<file path="src/rtl/spi_target.sv">
// rtl/spi_target.sv - SPI mode-0 target: pin synchronizers, one-byte tx holding buffer, rx byte output.
// Frames are MSB first; the holding buffer feeds tx_shift at frame start and after every 8th sclk rise.
module spi_target #(
  parameter int SYNC_STAGES = 2
) (
  input  logic       clk,
  input  logic       rst,
  input  logic       sclk,
  input  logic       cs_n,
  input  logic       mosi,
  output logic       miso,
  output logic       miso_oe,
  input  logic [7:0] tx_data,
  input  logic       tx_valid,
  output logic       tx_ready,
  output logic [7:0] rx_data,
  output logic       rx_valid,
  output logic       overrun,
  output logic       underrun
);

  typedef enum logic {IDLE = 1'b0, SHIFT = 1'b1} state_e;

  logic [SYNC_STAGES-1:0] sclk_sync_q, cs_sync_q, mosi_sync_q;
  logic                   sclk_prev_q, cs_prev_q;
  state_e                 state_q, state_d;
  logic [7:0]             tx_buf_q, tx_buf_d;
  logic                   buf_full_q, buf_full_d;
  logic [7:0]             tx_shift_q, tx_shift_d;
  logic [7:0]             rx_shift_q, rx_shift_d;
  logic [7:0]             rx_data_q, rx_data_d;
  logic [2:0]             bit_cnt_q, bit_cnt_d;
  logic                   reload_q, reload_d;
  logic                   rx_valid_q, rx_valid_d;
  logic                   overrun_q, overrun_d;
  logic                   underrun_q, underrun_d;
  logic [1:0]             gap_q, gap_d;
  logic                   sclk_s, cs_s, mosi_s;
  logic                   sclk_rise, sclk_fall, cs_fall, load;

  assign sclk_s    = sclk_sync_q[SYNC_STAGES-1];
  assign cs_s      = cs_sync_q[SYNC_STAGES-1];
  assign mosi_s    = mosi_sync_q[SYNC_STAGES-1];
  assign sclk_rise = sclk_s & ~sclk_prev_q;
  assign sclk_fall = ~sclk_s & sclk_prev_q;
  assign cs_fall   = ~cs_s & cs_prev_q;

  assign miso     = (state_q == SHIFT) & tx_shift_q[7];
  assign miso_oe  = (state_q == SHIFT);
  assign tx_ready = ~buf_full_q;
  assign rx_data  = rx_data_q;
  assign rx_valid = rx_valid_q;
  assign overrun  = overrun_q;
  assign underrun = underrun_q;

  always_comb begin
    state_d    = state_q;
    tx_buf_d   = tx_buf_q;
    buf_full_d = buf_full_q;
    tx_shift_d = tx_shift_q;
    rx_shift_d = rx_shift_q;
    rx_data_d  = rx_data_q;
    bit_cnt_d  = bit_cnt_q;
    reload_d   = reload_q;
    rx_valid_d = 1'b0;
    overrun_d  = 1'b0;
    underrun_d = 1'b0;
    load       = 1'b0;
    // gap_q counts cycles since the last rx_valid, saturating at 3
    gap_d      = (gap_q == 2'd3) ? gap_q : gap_q + 2'd1;

    case (state_q)
      IDLE: begin
        if (cs_fall) begin
          state_d    = SHIFT;
          bit_cnt_d  = 3'd0;
          rx_shift_d = 8'h00;
          reload_d   = 1'b0;
          load       = 1'b1;
        end
      end
      SHIFT: begin
        if (cs_s) begin
          state_d    = IDLE;
          bit_cnt_d  = 3'd0;
          rx_shift_d = 8'h00;
          reload_d   = 1'b0;
        end else if (sclk_rise) begin
          rx_shift_d = {rx_shift_q[6:0], mosi_s};
          bit_cnt_d  = bit_cnt_q + 3'd1;
          if (bit_cnt_q == 3'd7) begin
            reload_d = 1'b1;
            if (gap_q != 2'd3) begin
              overrun_d = 1'b1;
            end else begin
              rx_data_d  = {rx_shift_q[6:0], mosi_s};
              rx_valid_d = 1'b1;
              gap_d      = 2'd0;
            end
          end
        end else if (sclk_fall) begin
          if (reload_q) begin
            load     = 1'b1;
            reload_d = 1'b0;
          end else begin
            tx_shift_d = {tx_shift_q[6:0], 1'b0};
          end
        end
      end
      default: state_d = IDLE;
    endcase

    // Load before accepting a new byte so a same-cycle handshake lands in the emptied buffer
    if (load) begin
      if (buf_full_q) begin
        tx_shift_d = tx_buf_q;
      end else begin
        tx_shift_d = 8'h00;
        underrun_d = 1'b1;
      end
      buf_full_d = 1'b0;
    end
    if (tx_valid && tx_ready) begin
      tx_buf_d   = tx_data;
      buf_full_d = 1'b1;
    end
  end

  always_ff @(posedge clk) begin
    if (!rst) begin
      sclk_sync_q <= '0;
      cs_sync_q   <= '1;
      mosi_sync_q <= '0;
      sclk_prev_q <= 1'b0;
      cs_prev_q   <= 1'b1;
      state_q     <= IDLE;
      tx_buf_q    <= 8'h00;
      buf_full_q  <= 1'b0;
      tx_shift_q  <= 8'h00;
      rx_shift_q  <= 8'h00;
      rx_data_q   <= 8'h00;
      bit_cnt_q   <= 3'd0;
      reload_q    <= 1'b0;
      rx_valid_q  <= 1'b0;
      overrun_q   <= 1'b0;
      underrun_q  <= 1'b0;
      gap_q       <= 2'd3;
    end else begin
      sclk_sync_q <= {sclk_sync_q[SYNC_STAGES-2:0], sclk};
      cs_sync_q   <= {cs_sync_q[SYNC_STAGES-2:0], cs_n};
      mosi_sync_q <= {mosi_sync_q[SYNC_STAGES-2:0], mosi};
      sclk_prev_q <= sclk_s;
      cs_prev_q   <= cs_s;
      state_q     <= state_d;
      tx_buf_q    <= tx_buf_d;
      buf_full_q  <= buf_full_d;
      tx_shift_q  <= tx_shift_d;
      rx_shift_q  <= rx_shift_d;
      rx_data_q   <= rx_data_d;
      bit_cnt_q   <= bit_cnt_d;
      reload_q    <= reload_d;
      rx_valid_q  <= rx_valid_d;
      overrun_q   <= overrun_d;
      underrun_q  <= underrun_d;
      gap_q       <= gap_d;
    end
  end

endmodule

</file>
<file path="config.mk">
export PLATFORM = sky130hd
export DESIGN_NAME = spi_target
export DESIGN_NICKNAME = d
export VERILOG_FILES = /design/src/rtl/spi_target.sv
export SDC_FILE = /design/constraint.sdc
export NUM_CORES = 1
export LEC_CHECK = 0
export BUFFER_PORTS_ARGS = -buffer_cell sky130_fd_sc_hd__buf_4
export CORE_MARGIN = 2
export CORE_UTILIZATION = 58
export CTS_BUF_LIST = sky130_fd_sc_hd__clkbuf_8
export CTS_CLUSTER_SIZE = 16
export DETAILED_ROUTE_END_ITERATION = 16
export PLACE_DENSITY = 0.93
export SYNTH_ARGS = -nofsm -noshare
export SYNTH_HDL_FRONTEND = slang
export SYNTH_SLANG_ARGS = --single-unit
</file>
<file path="constraint.sdc">
create_clock -name clk -period 1.7 [get_ports clk]
set_clock_uncertainty 0.1 [all_clocks]
set_input_delay 0.34 -clock clk [delete_from_list [all_inputs] [get_ports clk]]
set_output_delay 0.34 -clock clk [all_outputs]
set_load 0.1 [all_outputs]
</file>
==> out/metrics.yaml <==
status: "finished, final reports clean"
synth_nets: 225
cp_max_fo: 7
drc: 0
finalNonFillerCells: 276
antenna_cells: 0
routedWlPerCell_um: 13.5
vias: 1538
synthCells: 204
slew_headroom: 0.406
dp_hpwl_um: 2470
p_sw_mw: 0.477
synth_warnings: 0
synth.area.top_cells: "dfxtp_1 52%, nor2_1 5.3%, a21oi_1 4.9%"
vdd_drop_max_mv: 0.705
cts_hold_buffers: 0
setup_slack_ns: 0.0979
arrival_ns: 1.69
stdcell_area_um2: 2320
min-delay-path-class: "in -> reg"
finalSetupTns_ns: 0
start_util: 0.619
combPwrFrac: 0.072
swShare: 0.221
setup.worst_path.start_class: "flop"
fin_crit_sh: 0.942
cts.sinks: 50
clk_pin_slew_worst_paths_ns: 0.08
power.internal_mw: 1.68
synth_edf_count: 0
setup_viol: 0
htree_levels: 2
seq_area_frac_synth: 0.521
ys_seq_elements: 50
crit_type: "reg -> reg"
place.port_buffers: 27
power.density_nw_per_um2: 929
hold_viol_final: 0
vias_per_cell: 5.57
clockBufferDepth: 2
antenna_found_initial: 0
syn_to_final_growth_pct: 20.7
fmax_ghz: 0.624
cp_data_required_time_ns: 1.79
grt_pass1_vias: 1414
synth_cell_types: 31
drt_first_iter_violations: 89
root_buffer: "clkbuf_8"
drv_cap: 0
worst_pin_slew_ns: 0.888
dieArea_um2: 3790
synth_top_area_cell: "dfxtp_1"
clk_latency_ns: 0.30
final_util: 0.748
crit_path_end_kind: "flop"
dpl.cell_count: 266
postSynthAreaPerCell_um2: 9.42
num-nets-final: 252
wirelength_um: 3720
grt_pass1_wl_um: 6040
gp_congestion: 0.815
grt_max_degree: 21
hold_ws_ns: 0.113
postRouteAntennaNets: 0
final_common_cell: "dfxtp_1"
cts_buffers: 5
placed_cell_area_um2: 2150
power.total_mw: 2.15
die_w_um: 61.6
grt_use_total: 0.218
coreArea_um2: 3100
hold_depth: 2
grt-ovfl-total: 0
io_pins: 28
netlist.area_leader.share: 0.521
reg2reg_depth: 7
period_minus_slack_ns: 1.60
final_cell_mix: "47 x dfxtp_1, 33 x buf_4, 26 x nor2_1, 19 x nand2_1, 19 x a21oi_1"
p_leak_nw: 0.943
slew_violations: 0
pwr-share-clk: 0.360
rows: 20
die_height_um: 61.6
seq_power_share: 0.568
ys.flop_type: "dfxtp_1"
ys_async_sr_fraction: 0
syn_area_um2: 1920
tritoncts: "done"
pre_cts_ws_ns: -0.0928
drive_gt1_frac: 0.241
dr.pass1.iters: 4
[cell usage after synthesis, types with 4 or more instances]
cell type / instances
a21oi_1: 19
mux2i_1: 9
dfxtp_1: 50
ha_1: 7
buf_2: 5
nand2b_1: 4
nor2_1: 27
inv_1: 7
and2_1: 6
nand3_1: 8
clkbuf_1: 6
o221ai_1: 7
a22oi_1: 8
nand2_1: 19
[cell type report]
type,instances,area (µm²)
tap,44,55.1
fill,234,783
clock buffer,8,110
multi-input combinational,134,876
sequential,50,1000
timing repair buffer,33,248
inverter,7,26.3
[critical path, stage by stage, from the launching register on]
cell,delay [ns]
dfxtp_2,0.33
inv_1,0.04
ha_2,0.20
nor4bb_4,0.30
nand2b_1,0.09
buf_4,0.18
o221ai_1,0.19
a21oi_1,0.06
[state kept, by name, indices dropped and copies added (netlist names), 2 cells and up]
| register | count |
|---|---|
| cs_sync_q | 2 |
| rx_shift_q | 7 |
| tx_shift_q | 8 |
| tx_buf_q | 8 |
| bit_cnt_q | 3 |
| rx_data | 8 |
| sclk_sync_q | 2 |
| mosi_sync_q | 2 |
| gap_q | 2 |
[cell families after synthesis]
kind of cell / count (synthesis) / synth area share
adders and majority gates: 7 / 0.0456
buffers and inverters: 20 / 0.0482
AOI/OAI and AO/OA: 43 / 0.149
DFF: 50 / 0.521
and+or+nand+nor: 75 / 0.189
muxes: 9 / 0.0469
[what timing repair did]
| item | CTS | global route |
|---|---|---|
| setup endpoints to repair | 8 | 17 |
| buffers inserted | 1 | 1 |
| hold endpoints to repair | 0 | 0 |
| resized for setup | 2 | 9 |
| pin swaps | 1 | 1 |
[worst paths after layout]
kind | from | end | slack, ns
min reg2reg | cs_sync_q[0]$_SDFF_PN1_ | cs_sync_q[1]$_SDFF_PN1_ | 0.32
max | sclk_prev_q$_SDFF_PN0_ | tx_shift_q[6]$_SDFFE_PN0P_ | 0.1
min | cs_n | cs_sync_q[0]$_SDFF_PN1_ | 0.11
max reg2reg | sclk_prev_q$_SDFF_PN0_ | tx_shift_q[6]$_SDFFE_PN0P_ | 0.1
[power groups by stage]
stage	registers, mW	logic (mW)	clock network (mW)
global route	1.23	0.170	0.832
floorplan	1.25	0.100	0
detailed placement	1.25	0.149	0
CTS	1.22	0.151	0.780
global placement	1.25	0.145	0
finish	1.22	0.156	0.775
[routing by layer]
layer  GRT usage  up-vias  share of wire
li1            -      760              -
met1       0.261      729           0.44
met2       0.362       44           0.49
met3      0.0840        5          0.055
met4      0.0669        0         0.0073
met5           0        -              0
Power figures use the tool's default switching activity.
